$ cat config.mk
export PLATFORM = sky130hd
export DESIGN_NAME = axi_lite_reg_bridge
export DESIGN_NICKNAME = d
export VERILOG_FILES = /design/src/rtl/axi_lite_reg_pkg.sv /design/src/rtl/axi_lite_reg_bridge.sv
export SDC_FILE = /design/constraint.sdc
export NUM_CORES = 1
export LEC_CHECK = 0
export ABC_AREA = 1
export CAP_MARGIN = 5
export CORE_ASPECT_RATIO = 1.75
export CORE_UTILIZATION = 43
export CTS_BUF_LIST = sky130_fd_sc_hd__clkbuf_16
export DETAILED_ROUTE_END_ITERATION = 10
export GPL_ROUTABILITY_DRIVEN = 0
export PLACE_DENSITY = 0.95
export SYNTH_ARGS = -nofsm -noshare
export SYNTH_HDL_FRONTEND = slang
export SYNTH_SLANG_ARGS = --single-unit
$ cat constraint.sdc
create_clock -name clk -period 6.6 [get_ports clk]
set_input_delay 1.32 -clock clk [delete_from_list [all_inputs] [get_ports clk]]
set_output_delay 1.32 -clock clk [all_outputs]
set_load 0.01 [all_outputs]
$ cat src/rtl/axi_lite_reg_pkg.sv
// Shared definitions for the AXI-Lite register bridge: response codes and
// the transaction FSM state encoding.
package axi_lite_reg_pkg;

  localparam logic [1:0] RESP_OKAY   = 2'b00;
  localparam logic [1:0] RESP_SLVERR = 2'b10;

  typedef enum logic [2:0] {
    ST_IDLE    = 3'd0,
    ST_WR_USER = 3'd1,
    ST_WR_RESP = 3'd2,
    ST_RD_USER = 3'd3,
    ST_RD_RESP = 3'd4
  } state_t;

endpackage

$ cat src/rtl/axi_lite_reg_bridge.sv
// AXI-Lite slave that hands one transaction at a time to a simple user
// register interface, using strobes for completion and an error flag.
module axi_lite_reg_bridge
  import axi_lite_reg_pkg::*;
#(
  parameter int ADDR_WIDTH = 16,
  parameter int DATA_WIDTH = 32
) (
  input  logic                  clk,
  input  logic                  rst,
  input  logic                  i_awvalid,
  input  logic [ADDR_WIDTH-1:0] i_awaddr,
  output logic                  o_awready,
  input  logic                  i_wvalid,
  input  logic [DATA_WIDTH-1:0] i_wdata,
  output logic                  o_wready,
  output logic                  o_bvalid,
  input  logic                  i_bready,
  output logic [1:0]            o_bresp,
  input  logic                  i_arvalid,
  input  logic [ADDR_WIDTH-1:0] i_araddr,
  output logic                  o_arready,
  output logic                  o_rvalid,
  input  logic                  i_rready,
  output logic [1:0]            o_rresp,
  output logic [DATA_WIDTH-1:0] o_rdata,
  output logic [ADDR_WIDTH-1:0] o_reg_address,
  input  logic                  i_reg_invalid_addr,
  output logic                  o_reg_in_rdy,
  input  logic                  i_reg_in_ack_stb,
  output logic [DATA_WIDTH-1:0] o_reg_in_data,
  output logic                  o_reg_out_req,
  input  logic                  i_reg_out_rdy_stb,
  input  logic [DATA_WIDTH-1:0] i_reg_out_data
);

  state_t state_q, state_d;
  logic   idle;
  logic   wr_take;
  logic   rd_take;

  // Writes need both address and data; a concurrent read is held off.
  assign idle    = (state_q == ST_IDLE);
  assign wr_take = idle && i_awvalid && i_wvalid;
  assign rd_take = idle && i_arvalid && !(i_awvalid && i_wvalid);

  assign o_awready     = wr_take;
  assign o_wready      = wr_take;
  assign o_arready     = rd_take;
  assign o_reg_in_rdy  = (state_q == ST_WR_USER);
  assign o_bvalid      = (state_q == ST_WR_RESP);
  assign o_reg_out_req = (state_q == ST_RD_USER);
  assign o_rvalid      = (state_q == ST_RD_RESP);

  always_ff @(posedge clk or posedge rst) begin
    if (rst) state_q <= ST_IDLE;
    else     state_q <= state_d;
  end

  always_comb begin
    state_d = state_q;
    case (state_q)
      ST_IDLE: begin
        if (wr_take)      state_d = ST_WR_USER;
        else if (rd_take) state_d = ST_RD_USER;
      end
      ST_WR_USER: if (i_reg_in_ack_stb)  state_d = ST_WR_RESP;
      ST_WR_RESP: if (i_bready)          state_d = ST_IDLE;
      ST_RD_USER: if (i_reg_out_rdy_stb) state_d = ST_RD_RESP;
      ST_RD_RESP: if (i_rready)          state_d = ST_IDLE;
      default:                           state_d = ST_IDLE;
    endcase
  end

  // Payload and response registers only move on the handshake that owns them.
  always_ff @(posedge clk or posedge rst) begin
    if (rst) begin
      o_reg_address <= '0;
      o_reg_in_data <= '0;
      o_rdata       <= '0;
      o_bresp       <= RESP_OKAY;
      o_rresp       <= RESP_OKAY;
    end else begin
      case (state_q)
        ST_IDLE: begin
          if (wr_take) begin
            o_reg_address <= i_awaddr;
            o_reg_in_data <= i_wdata;
          end else if (rd_take) begin
            o_reg_address <= i_araddr;
          end
        end
        ST_WR_USER: begin
          if (i_reg_in_ack_stb)
            o_bresp <= i_reg_invalid_addr ? RESP_SLVERR : RESP_OKAY;
        end
        ST_RD_USER: begin
          if (i_reg_out_rdy_stb) begin
            o_rdata <= i_reg_out_data;
            o_rresp <= i_reg_invalid_addr ? RESP_SLVERR : RESP_OKAY;
          end
        end
        default: ;
      endcase
    end
  end

endmodule

* Word level (Yosys, flattened, before mapping)
Index checks and enable logic that the tools add are counted.
Storage, ports and cells: RAM bits 0, flip-flop bits (word level) 87, bits of input ports 106, ROM bits 0, memories kept 0, bits in latches 0
Cells by class: bitwise logic cells 0, multiply operators 0, $lt $le $gt $ge 0, reductions and logical operators 13, equal/unequal tests 9, $add $sub $neg 0, mux-type cells 10, shift operators 0, divide/modulo/power cells 0
Operators by type and width (number):
- 2-to-1 mux 16 bit | 2
- 2-to-1 mux 3 bit | 6
- one-hot mux 3 bit (5 select lines) | 1
- != test 2 x 1 -> 1 bit, second input constant | 4
- AND reduction 2 bit | 4
- == test 3 x 2 -> 1 bit, second input constant | 2
- logical AND 1 bit | 5
- AND reduction 5 bit | 1
- == test 3 x 1 -> 1 bit, second input constant | 1
- == test 3 bit, second input constant | 1
- zero test 3 bit | 1
- != test 3 bit, second input constant | 1
- 2-to-1 mux 2 bit | 1
- nonzero test 2 bit | 1
- zero test 1 bit | 1

* Longest topological paths before layout
Gate-level depths: netlist of the first run.
depth after elaboration 6, gate-level depth with buffers 8, mapped depth without buffers 7

* Least setup slack after synthesis of the first run
OpenSTA, ideal clock, no wires.
kind in2out, start point input i_wvalid, end point output o_wready, stages 4, data required time 5.280 ns, arrival 1.911 ns, path slack 3.369 ns, cells stage by stage nand2_1 > nor2_4 > buf_2 > buf_4
On the way: word-level cells in the longest chain between the ends 1
Ends and longest elaborated chain:
- start, declared | line axi_lite_reg_bridge.sv:14 | input logic i_wvalid,
- logical AND 1 bit | line axi_lite_reg_bridge.sv:44 | assign wr_take = idle && i_awvalid && i_wvalid;
- end, declared | line axi_lite_reg_bridge.sv:16 | output logic o_wready,
No other way between the ends.

* Worst setup path after layout of the first run
start point input i_awvalid, end point output o_wready
On the way: word-level cells in the longest chain between the ends 2
Ends and longest elaborated chain:
- start, declared | line axi_lite_reg_bridge.sv:11 | input logic i_awvalid,
- logical AND 1 bit (2 in a row) | line axi_lite_reg_bridge.sv:44
No other way between the ends.

==> flow_metrics.env, run 1 <==
export IMPL_yosys_area_top_type="dfrtp_1"
export IMPL_die_area_mm2=0.00909
export IMPL_reg2reg_setup_slack_ns=4.54
export IMPL_nNetsFinal=731
export IMPL_crit_family="buffers and inverters"
export IMPL_die_x_um=72.5
export IMPL_num_vias=3549
export IMPL_wl_per_cell_um=13.8
export IMPL_hp_class="flop to flop"
export IMPL_yosysWarnings=0
export IMPL_htreeDepth=3
export IMPL_min_path_cells=2
export IMPL_path_class="input port to primary output"
export IMPL_tightestPinTransition_ns=1.04
export IMPL_routed_wl_um=10300
export IMPL_grt_setup_unrepaired="false"
export IMPL_min_period_over_period_pct=70.8
export IMPL_status="complete, no violations"
export IMPL_cts_hold_buffers_added=0
export IMPL_synth_edff_count=0
export IMPL_synth_avg_cell_area_um2=8.50
export IMPL_leakage_nw=2.92
export IMPL_slowest_delay_ns=0.62
export IMPL_grt_pass1_wl_um=16200
export IMPL_maxSlewViolCount=0
export IMPL_finalClockSkew_ns=0.00675
export IMPL_clock_sinks=85
export IMPL_cap_violations=0
export IMPL_timing_rr_start="state_q[1]"
export IMPL_syn_inst=440
export IMPL_ys_flop_type="dfrtp_1"
export IMPL_cts_made_buffers=9
export IMPL_crit_path_frequent_cell="clkdlybuf4s50_1"
export IMPL_clockBufferDepth=2
export IMPL_first_iter_violations=204
export IMPL_grt_overflow=0
export IMPL_nFillCells=637
export IMPL_slowest_stage="clkdlybuf4s50_1"
export IMPL_grt_start_max_net_pins=86
export IMPL_pwr_share_clk_pct=18.9
export IMPL_fp_row_count=44
export IMPL_dp_cells=728
export IMPL_track_usage_pct=23.3
export IMPL_p_seq_share_pct=35.6
export IMPL_ir_worst_vdd_mv=0.281
export IMPL_cp_data_required_time_ns=5.28
export IMPL_multi_input_area_mm2=0.00138
export IMPL_clock_latency_ns=0.33
export IMPL_num_antenna_cells=0
export IMPL_die_height_um=125
export IMPL_root_buffer="clkbuf_16"
export IMPL_viasPerCell=4.77
export IMPL_crit_path_end_kind="primary output"
export IMPL_combPwrFrac_pct=45.6
export IMPL_seqCellArea_mm2=0.00213
export IMPL_io_pins=197
export IMPL_initial_utilization_pct=44.7
export IMPL_detail_route_antenna_nets=0
export IMPL_setup_viol=0
export IMPL_powerDensity_mw_per_mm2=425
export IMPL_worst_r2r_path_depth=7
export IMPL_firstDrtPassIters=4
export IMPL_crit_buf_inv=3
export IMPL_synth_top_area_share_pct=56.9
export IMPL_cts_resized=0
export IMPL_antenna_found_initial=0
export IMPL_cts_tree="done"
export IMPL_grt_pass1_vias=3539
export IMPL_cp_data_arrival_time_ns=3.36
export IMPL_cts_setup_buffers=0
export IMPL_ys_seq_area_share_pct=56.9
export IMPL_layout_drive_gt1_share_pct=7.15
export IMPL_finalHoldViolations=0
export IMPL_fin_crit_ns=4.68
export IMPL_ys_seq_elements=85
export IMPL_critPathLaunchType="input port"
export IMPL_reg2reg_to="o_reg_address[2]"
export IMPL_area_growth_pct=59.1
export IMPL_synthTopCellsByArea="dfrtp_1 57%, nand2_1 25%, nand3_1 4.7%"
export IMPL_synthArstFlopShare_pct=100
export IMPL_synth_common_cells="246 x nand2_1, 85 x dfrtp_1, 35 x nand3_1"
export IMPL_drc=0
export IMPL_timing_setup_tns_ns=0
export IMPL_synth_most_common_cell="nand2_1"
export IMPL_power_switching_mw=0.881
export IMPL_clk_pin_slew_ns=0.05
export IMPL_hp_start="o_reg_in_data[1]"
export IMPL_core_mm2=0.00837
export IMPL_maxSlewHeadroom_pct=30.4
export IMPL_cp_max_fo=37
export IMPL_synth_area_mm2=0.00374
export IMPL_cp_cell_sequence="clkdlybuf4s50_1, nand2_1, nor2_4, buf_4, clkdlybuf4s50_1"
export IMPL_fin_cells=744
export IMPL_switching_share_pct=34.8
export IMPL_hold_end="o_reg_in_data[1]"
export IMPL_hpwl_um=7650
export IMPL_max_freq_ghz=0.214
export IMPL_io_buffers=194
export IMPL_synthDistinctLibCells=22
export IMPL_p_int_mw=1.65
cell usage in the layout, fill, tap and decap left out:
cell / synthesis / final
nand2_1: 246 / 246
clkdlybuf4s50_1: 0 / 194
dfrtp_1: 85 / 85
nand3_1: 35 / 35
nand2_2: 20 / 20
clkbuf_16: 0 / 9
inv_1: 7 / 8
nor2_1: 4 / 4
o21ai_0: 4 / 4
nor2_4: 3 / 3
buf_4: 9 / 3
nand2_4: 2 / 2
clkinv_2: 0 / 2
nand3b_1: 2 / 2
conb_1: 1 / 2
clkinvlp_4: 0 / 2
nand4_1: 1 / 1
a21oi_1: 1 / 1
nor2_8: 1 / 1
inv_4: 1 / 1
nor3_1: 1 / 1
o21bai_1: 1 / 1
bufinv_16: 0 / 1
buf_8: 2 / 1
per-stage QoR:
stage | hold slack (ns) | util (%) | instance area [um2] | total power, mW | worst slack, ns
after floorplan | 0.506 | - | 3740 | 1.43 | 3.09
after global routing | 0.492 | 71.1 | 5950 | 2.69 | 1.81
after global placement | 0.453 | 67.5 | 5650 | 2.01 | 1.99
after detailed placement | 0.457 | 67.5 | 5650 | 2.07 | 1.94
final | 0.468 | 71.1 | 5950 | 2.53 | 1.92
after CTS | 0.471 | 70.9 | 5930 | 2.55 | 1.92
power groups by stage:
stage          combinational, mW  sequential (mW)  clock [mW]
2_1_floorplan              0.425             1.01           0
3_3_place_gp                1.12            0.892           0
3_5_place_dp                1.16            0.906           0
4_1_cts                     1.16            0.900       0.486
5_1_grt                     1.25            0.927       0.508
6_report                    1.15            0.899       0.477
how the worst max path moves through the flow:
stage | cells past startpoint | start | end | slack [ns]
2_1_floorplan | 1 | rst | o_bresp[1] | 3.09
3_3_place_gp | 5 | i_wvalid | o_wready | 1.99
3_5_place_dp | 5 | i_awvalid | o_wready | 1.94
4_1_cts | 5 | i_awvalid | o_wready | 1.92
5_1_grt | 5 | i_awvalid | o_wready | 1.81
6_report | 5 | i_awvalid | o_wready | 1.92
metal layers:
layer,up-vias,routed length (um),track usage [%]
met5,-,0,0
met2,147,5530,42.3
met3,25,730,6.04
li1,1715,-,-
met1,1662,3700,24.5
met4,0,318,9.92
final cells by class:
type,count,share of cell area [%]
sequential,85,35.8
timing repair buffer,198,33.3
multi-input combinational,323,23.2
clock buffer,9,3.79
tap,115,2.42
clock inverter,6,0.968
inverter,8,0.568
flip-flops by register name (all words and copies together), names as in the netlist:
register,count
o_bresp,1
state_q,3
o_reg_in_data,32
o_reg_address,16
o_rresp,1
o_rdata,32
kinds of logic after synthesis:
family | Yosys count | share of synthesized area [%]
and+or+nand+nor | 315 | 35.9
DFF | 85 | 56.9
buffers and inverters | 33 | 6.26
AOI/OAI and AO/OA | 6 | 0.870
other | 1 | 0.100
worst min-delay path, delay by kind of cell (launching register included):
family / cells / cell delay, ns
flip-flops: 1 / 0.34
AND/OR/NAND/NOR: 2 / 0.10
Note: power is estimated with default switching activity, not from simulation.
==> run 2, diff against run 1 <==
--- a/config.mk
+++ b/config.mk
@@ -8,11 +8,11 @@
 export ABC_AREA = 1
 export CAP_MARGIN = 5
 export CORE_ASPECT_RATIO = 1.75
-export CORE_UTILIZATION = 43
+export CORE_UTILIZATION = 40
 export CTS_BUF_LIST = sky130_fd_sc_hd__clkbuf_16
 export DETAILED_ROUTE_END_ITERATION = 10
 export GPL_ROUTABILITY_DRIVEN = 0
-export PLACE_DENSITY = 0.95
+export PLACE_DENSITY = 0.92
 export SYNTH_ARGS = -nofsm -noshare
 export SYNTH_HDL_FRONTEND = slang
 export SYNTH_SLANG_ARGS = --single-unit
==> constraint.sdc (replaced) <==
create_clock -name clk -period 4.6 [get_ports clk]
set_input_delay 0.92 -clock clk [delete_from_list [all_inputs] [get_ports clk]]
set_output_delay 0.92 -clock clk [all_outputs]
set_load 0.01 [all_outputs]
==> flow_metrics.env, run 2 (synthesis results as in run 1) <==
export IMPL_clock_sinks=85
export IMPL_clockBufferDepth=2
export IMPL_critPathLaunchType="input port"
export IMPL_cts_setup_buffers=0
export IMPL_design_area_mm2=0.00598
export IMPL_io_pins=197
export IMPL_final_cell_mix="246 x nand2_1, 194 x clkdlybuf4s50_1, 85 x dfrtp_1, 35 x nand3_1, 20 x nand2_2"
export IMPL_cp_max_fo=24
export IMPL_maxSlewViolCount=0
export IMPL_max_freq_ghz=0.273
export IMPL_cts_made_buffers=9
export IMPL_pwr_share_clk_pct=20.0
export IMPL_cts_tree="done"
export IMPL_drc=0
export IMPL_crit_path_end_kind="primary output"
export IMPL_io_buffers=194
export IMPL_num_antenna_cells=0
export IMPL_initial_utilization_pct=41.1
export IMPL_grtUsageMet2_pct=40.3
export IMPL_reg2reg_to="o_reg_address[1]"
export IMPL_final_common_cell="nand2_1"
export IMPL_cts_resized=0
export IMPL_die_area_mm2=0.00975
export IMPL_firstDrtPassIters=5
export IMPL_hp_class="flop to flop"
export IMPL_combPwrFrac_pct=44.9
export IMPL_gr_max_usage_layer="met2"
export IMPL_status="complete, no violations"
export IMPL_core_mm2=0.00909
export IMPL_grt_setup_unrepaired="false"
export IMPL_clock_latency_ns=0.33
export IMPL_power_mw=3.69
export IMPL_grt_pass1_vias=3425
export IMPL_min_period_over_period_pct=79.7
export IMPL_track_usage_pct=21.7
export IMPL_cap_violations=0
export IMPL_p_seq_share_pct=35.1
export IMPL_hp_start="o_reg_in_data[5]"
export IMPL_antenna_found_initial=0
export IMPL_finalClockSkew_ns=0.00531
export IMPL_timing_setup_tns_ns=0
export IMPL_viasPerCell=4.70
export IMPL_ir_worst_vdd_mv=0.311
export IMPL_finalHoldViolations=0
export IMPL_path_class="input port to primary output"
export IMPL_grt_start_max_net_pins=51
export IMPL_num_vias=3530
export IMPL_first_iter_violations=147
export IMPL_leakage_nw=2.95
export IMPL_met3_usage_pct=5.95
export IMPL_grt_use_met1_pct=22.5
export IMPL_die_height_um=130
export IMPL_maxSlewHeadroom_pct=43.9
export IMPL_clk_pin_slew_ns=0.06
export IMPL_layout_drive_gt1_share_pct=7.29
export IMPL_worst_r2r_path_depth=7
export IMPL_fin_crit_ns=3.67
export IMPL_timing_rr_start="state_q[1]"
export IMPL_reg2reg_setup_slack_ns=2.39
export IMPL_cp_data_required_time_ns=3.68
export IMPL_min_path_cells=2
export IMPL_dp_slack_ns=0.938
export IMPL_htreeDepth=3
export IMPL_tightestPinTransition_ns=0.842
export IMPL_nNetsFinal=732
export IMPL_p_int_mw=2.42
export IMPL_cts_hold_buffers_added=0
export IMPL_hold_ws_ns=0.467
export IMPL_placed_cell_area_mm2=0.00567
export IMPL_hold_end="o_reg_in_data[5]"
export IMPL_setup_viol=0
export IMPL_grt_pass1_wl_um=15900
export IMPL_fp_row_count=46
export IMPL_reg_largest_list="o_rdata (32), o_reg_in_data (32), o_reg_address (16)"
export IMPL_grt_overflow=0
export IMPL_root_buffer="clkbuf_16"
export IMPL_hpwl_um=7900
export IMPL_powerDensity_mw_per_mm2=617
export IMPL_cp_data_arrival_time_ns=2.75
export IMPL_power_switching_mw=1.27
export IMPL_area_growth_pct=60.0
export IMPL_routed_wl_um=10300
export IMPL_wl_per_cell_um=13.7
export IMPL_switching_share_pct=34.3
export IMPL_die_x_um=75.1
export IMPL_fin_ws_ns=0.935
export IMPL_detail_route_antenna_nets=0
-- run 2: changes by cell type in the layout (fill, tap and decap cells not counted) --
| cell | before | now |
|---|---|---|
| buf_4 | 3 | 5 |
| bufinv_16 | 1 | 2 |
| inv_1 | 8 | 9 |
| buf_8 | 1 | 0 |
| clkinvlp_4 | 2 | 1 |
-- run 2: through the flow --
stage / utilization, % / instances
6_report: 65.8 / 751
5_1_grt: 65.8 / 751
4_1_cts: 65.8 / 751
3_5_place_dp: 62.4 / 735
3_3_place_gp: 62.4 / 735
2_1_floorplan: - / 441
-- run 2: final cells by class --
type                    count  area [um2]
clock buffers               9         225
clock inverters             7        83.8
fillers                   720        3110
inverters                   8        33.8
multi-input cells         323        1380
flip-flops and latches     85        2130
well taps                 120         150
repair buffers            199        1980
-- run 2: power by group through the flow --
stage	Clock (mW)	Combinational, mW	Sequential, mW
floorplan	0	0.610	1.44
global placement	0	1.61	1.28
detailed placement	0	1.67	1.30
CTS	0.756	1.68	1.29
global route	0.786	1.82	1.34
finish	0.739	1.66	1.29
-- run 2: how the worst max path moves through the flow --
stage	slack [ns]	end	start
global route	0.82	o_awready	i_awvalid
finish	0.93	o_awready	i_awvalid
global placement	1.03	o_awready	i_wvalid
CTS	0.93	o_awready	i_awvalid
detailed placement	0.94	o_awready	i_awvalid
floorplan	1.49	o_bresp[1]	rst
-- run 2: critical path, stage by stage --
cell,delay [ns]
clkdlybuf4s50_1,0.52
nand2_1,0.15
nor2_4,0.50
clkdlybuf4s50_1,0.65
-- run 2: per-layer routing --
| metal | wire, um | vias to the layer above |
|---|---|---|
| met5 | 0 | - |
| met4 | 189 | 0 |
| met3 | 775 | 15 |
| met2 | 5570 | 145 |
| met1 | 3730 | 1649 |
| li1 | - | 1721 |
==> run 3, diff against run 2 <==
==> constraint.sdc (replaced) <==
create_clock -name clk -period 3.8 [get_ports clk]
set_input_delay 0.76 -clock clk [delete_from_list [all_inputs] [get_ports clk]]
set_output_delay 0.76 -clock clk [all_outputs]
set_load 0.01 [all_outputs]
==> flow_metrics.env, run 3 (synthesis results as in run 1) <==
export IMPL_path_class="input port to primary output"
export IMPL_worst_r2r_path_depth=7
export IMPL_cp_cell_sequence="clkdlybuf4s50_1, nand2_1, nor2_4, clkdlybuf4s50_1"
export IMPL_final_common_cell="nand2_1"
export IMPL_clock_sinks=85
export IMPL_grt_setup_unrepaired="false"
export IMPL_wl_per_cell_um=14.0
export IMPL_root_buffer="clkbuf_16"
export IMPL_cp_data_required_time_ns=3.04
export IMPL_area_growth_pct=61.0
export IMPL_cts_made_buffers=9
export IMPL_die_x_um=75.1
export IMPL_cap_violations=0
export IMPL_max_freq_ghz=0.336
export IMPL_finalHoldViolations=0
export IMPL_min_path_cells=2
export IMPL_finalClockSkew_ns=0.00640
export IMPL_crit_path_frequent_cell="clkdlybuf4s50_1"
export IMPL_leakage_nw=2.96
export IMPL_grt_pass1_wl_um=15700
export IMPL_powerDensity_mw_per_mm2=754
export IMPL_combPwrFrac_pct=44.3
export IMPL_routed_wl_um=10500
export IMPL_reg2reg_setup_slack_ns=1.64
export IMPL_cts_setup_buffers=0
export IMPL_crit_path_end_kind="primary output"
export IMPL_layout_drive_gt1_share_pct=7.45
export IMPL_hpwl_um=8080
export IMPL_track_usage_pct=21.5
export IMPL_nFillCells=734
export IMPL_io_pins=197
export IMPL_placed_cell_area_mm2=0.00569
export IMPL_tightestPinTransition_ns=0.707
export IMPL_core_mm2=0.00909
export IMPL_drc=0
export IMPL_die_area_mm2=0.00975
export IMPL_critPathLaunchType="input port"
export IMPL_firstDrtPassIters=4
export IMPL_cts_hold_buffers_added=0
export IMPL_setup_viol=0
export IMPL_cp_data_arrival_time_ns=2.21
export IMPL_num_antenna_cells=0
export IMPL_switching_share_pct=33.8
export IMPL_detail_route_antenna_nets=0
export IMPL_crit_buf_inv=2
export IMPL_pwr_share_clk_pct=21.2
export IMPL_slowest_delay_ns=0.58
export IMPL_hp_class="flop to flop"
export IMPL_p_int_mw=3.00
export IMPL_final_cell_mix="246 x nand2_1, 194 x clkdlybuf4s50_1, 85 x dfrtp_1, 35 x nand3_1, 20 x nand2_2"
export IMPL_initial_utilization_pct=41.1
export IMPL_grt_start_max_net_pins=49
export IMPL_power_switching_mw=1.54
export IMPL_slowest_stage="clkdlybuf4s50_1"
export IMPL_power_mw=4.54
export IMPL_num_vias=3548
export IMPL_p_seq_share_pct=34.5
export IMPL_multi_input_area_mm2=0.00138
export IMPL_nNetsFinal=733
export IMPL_fin_cells=751
export IMPL_cts_resized=0
export IMPL_status="complete, no violations"
export IMPL_reg2reg_to="o_reg_address[1]"
export IMPL_htreeDepth=3
export IMPL_first_iter_violations=141
export IMPL_design_area_mm2=0.00602
export IMPL_fp_row_count=46
export IMPL_io_buffers=194
export IMPL_cts_tree="done"
export IMPL_grt_pass1_vias=3403
export IMPL_clock_latency_ns=0.33
export IMPL_viasPerCell=4.72
export IMPL_maxSlewViolCount=0
export IMPL_grt_overflow=0
export IMPL_timing_setup_tns_ns=0
export IMPL_cp_max_fo=6
export IMPL_timing_rr_start="state_q[1]"
export IMPL_antenna_found_initial=0
export IMPL_hold_end="o_rdata[3]"
export IMPL_clk_pin_slew_ns=0.06
export IMPL_hp_start="o_rdata[3]"
export IMPL_maxSlewHeadroom_pct=52.7
export IMPL_hold_ws_ns=0.468
export IMPL_reg_largest_list="o_rdata (32), o_reg_in_data (32), o_reg_address (16)"
export IMPL_die_height_um=130
export IMPL_ir_worst_vdd_mv=0.426
export IMPL_crit_family="buffers and inverters"
export IMPL_seqCellArea_mm2=0.00213
export IMPL_fin_crit_ns=2.97
export IMPL_dp_cells=736
export IMPL_clockBufferDepth=2
export IMPL_min_period_over_period_pct=78.2
## run 3: power by group through the flow
stage               Clock, mW  Sequential, mW  Combinational [mW]
floorplan                   0            1.75               0.738
global placement            0            1.55                1.95
detailed placement          0            1.58                2.03
CTS                     0.982            1.57                2.04
global route             1.02            1.61                2.20
finish                  0.961            1.57                2.01
## run 3: worst register-to-register path, stage by stage (launching register included)
cell     delay, ns
dfrtp_1       0.46
nor2_1        0.23
nand4_1       0.60
buf_4         0.49
nand2_1       0.10
nand2_1       0.05
nand2_1       0.06
nand2_1       0.06
## run 3: area by class of cell
type / count / share of cell area [%]
sequential: 85 / 35.3
timing repair buffer: 200 / 33.2
multi-input combinational: 323 / 22.9
clock buffer: 9 / 3.74
tap: 120 / 2.49
clock inverter: 6 / 1.70
inverter: 8 / 0.561
## run 3: worst max-delay path by stage
stage / start / end / slack (ns) / cells past startpoint
after global placement: i_wvalid / o_awready / 0.92 / 4
after CTS: i_wvalid / o_wready / 0.81 / 4
after floorplan: rst / o_bresp[1] / 0.85 / 1
after global routing: i_wvalid / o_wready / 0.74 / 4
after detailed placement: i_awvalid / o_wready / 0.82 / 4
final: i_wvalid / o_wready / 0.83 / 4
## run 3: metal layers
layer,GRT usage [%],routed length (um),vias to the layer above
met3,5.95,827,20
met4,8.88,289,0
met1,22.0,3770,1657
met2,39.9,5590,152
li1,-,-,1719
met5,0,0,-
## run 3: through the flow
step / worst slack, ns / util, %
finish: 0.827 / 66.2
floorplan: 0.847 / -
CTS: 0.815 / 66.2
detailed placement: 0.815 / 62.6
global placement: 0.918 / 62.6
global route: 0.738 / 66.2
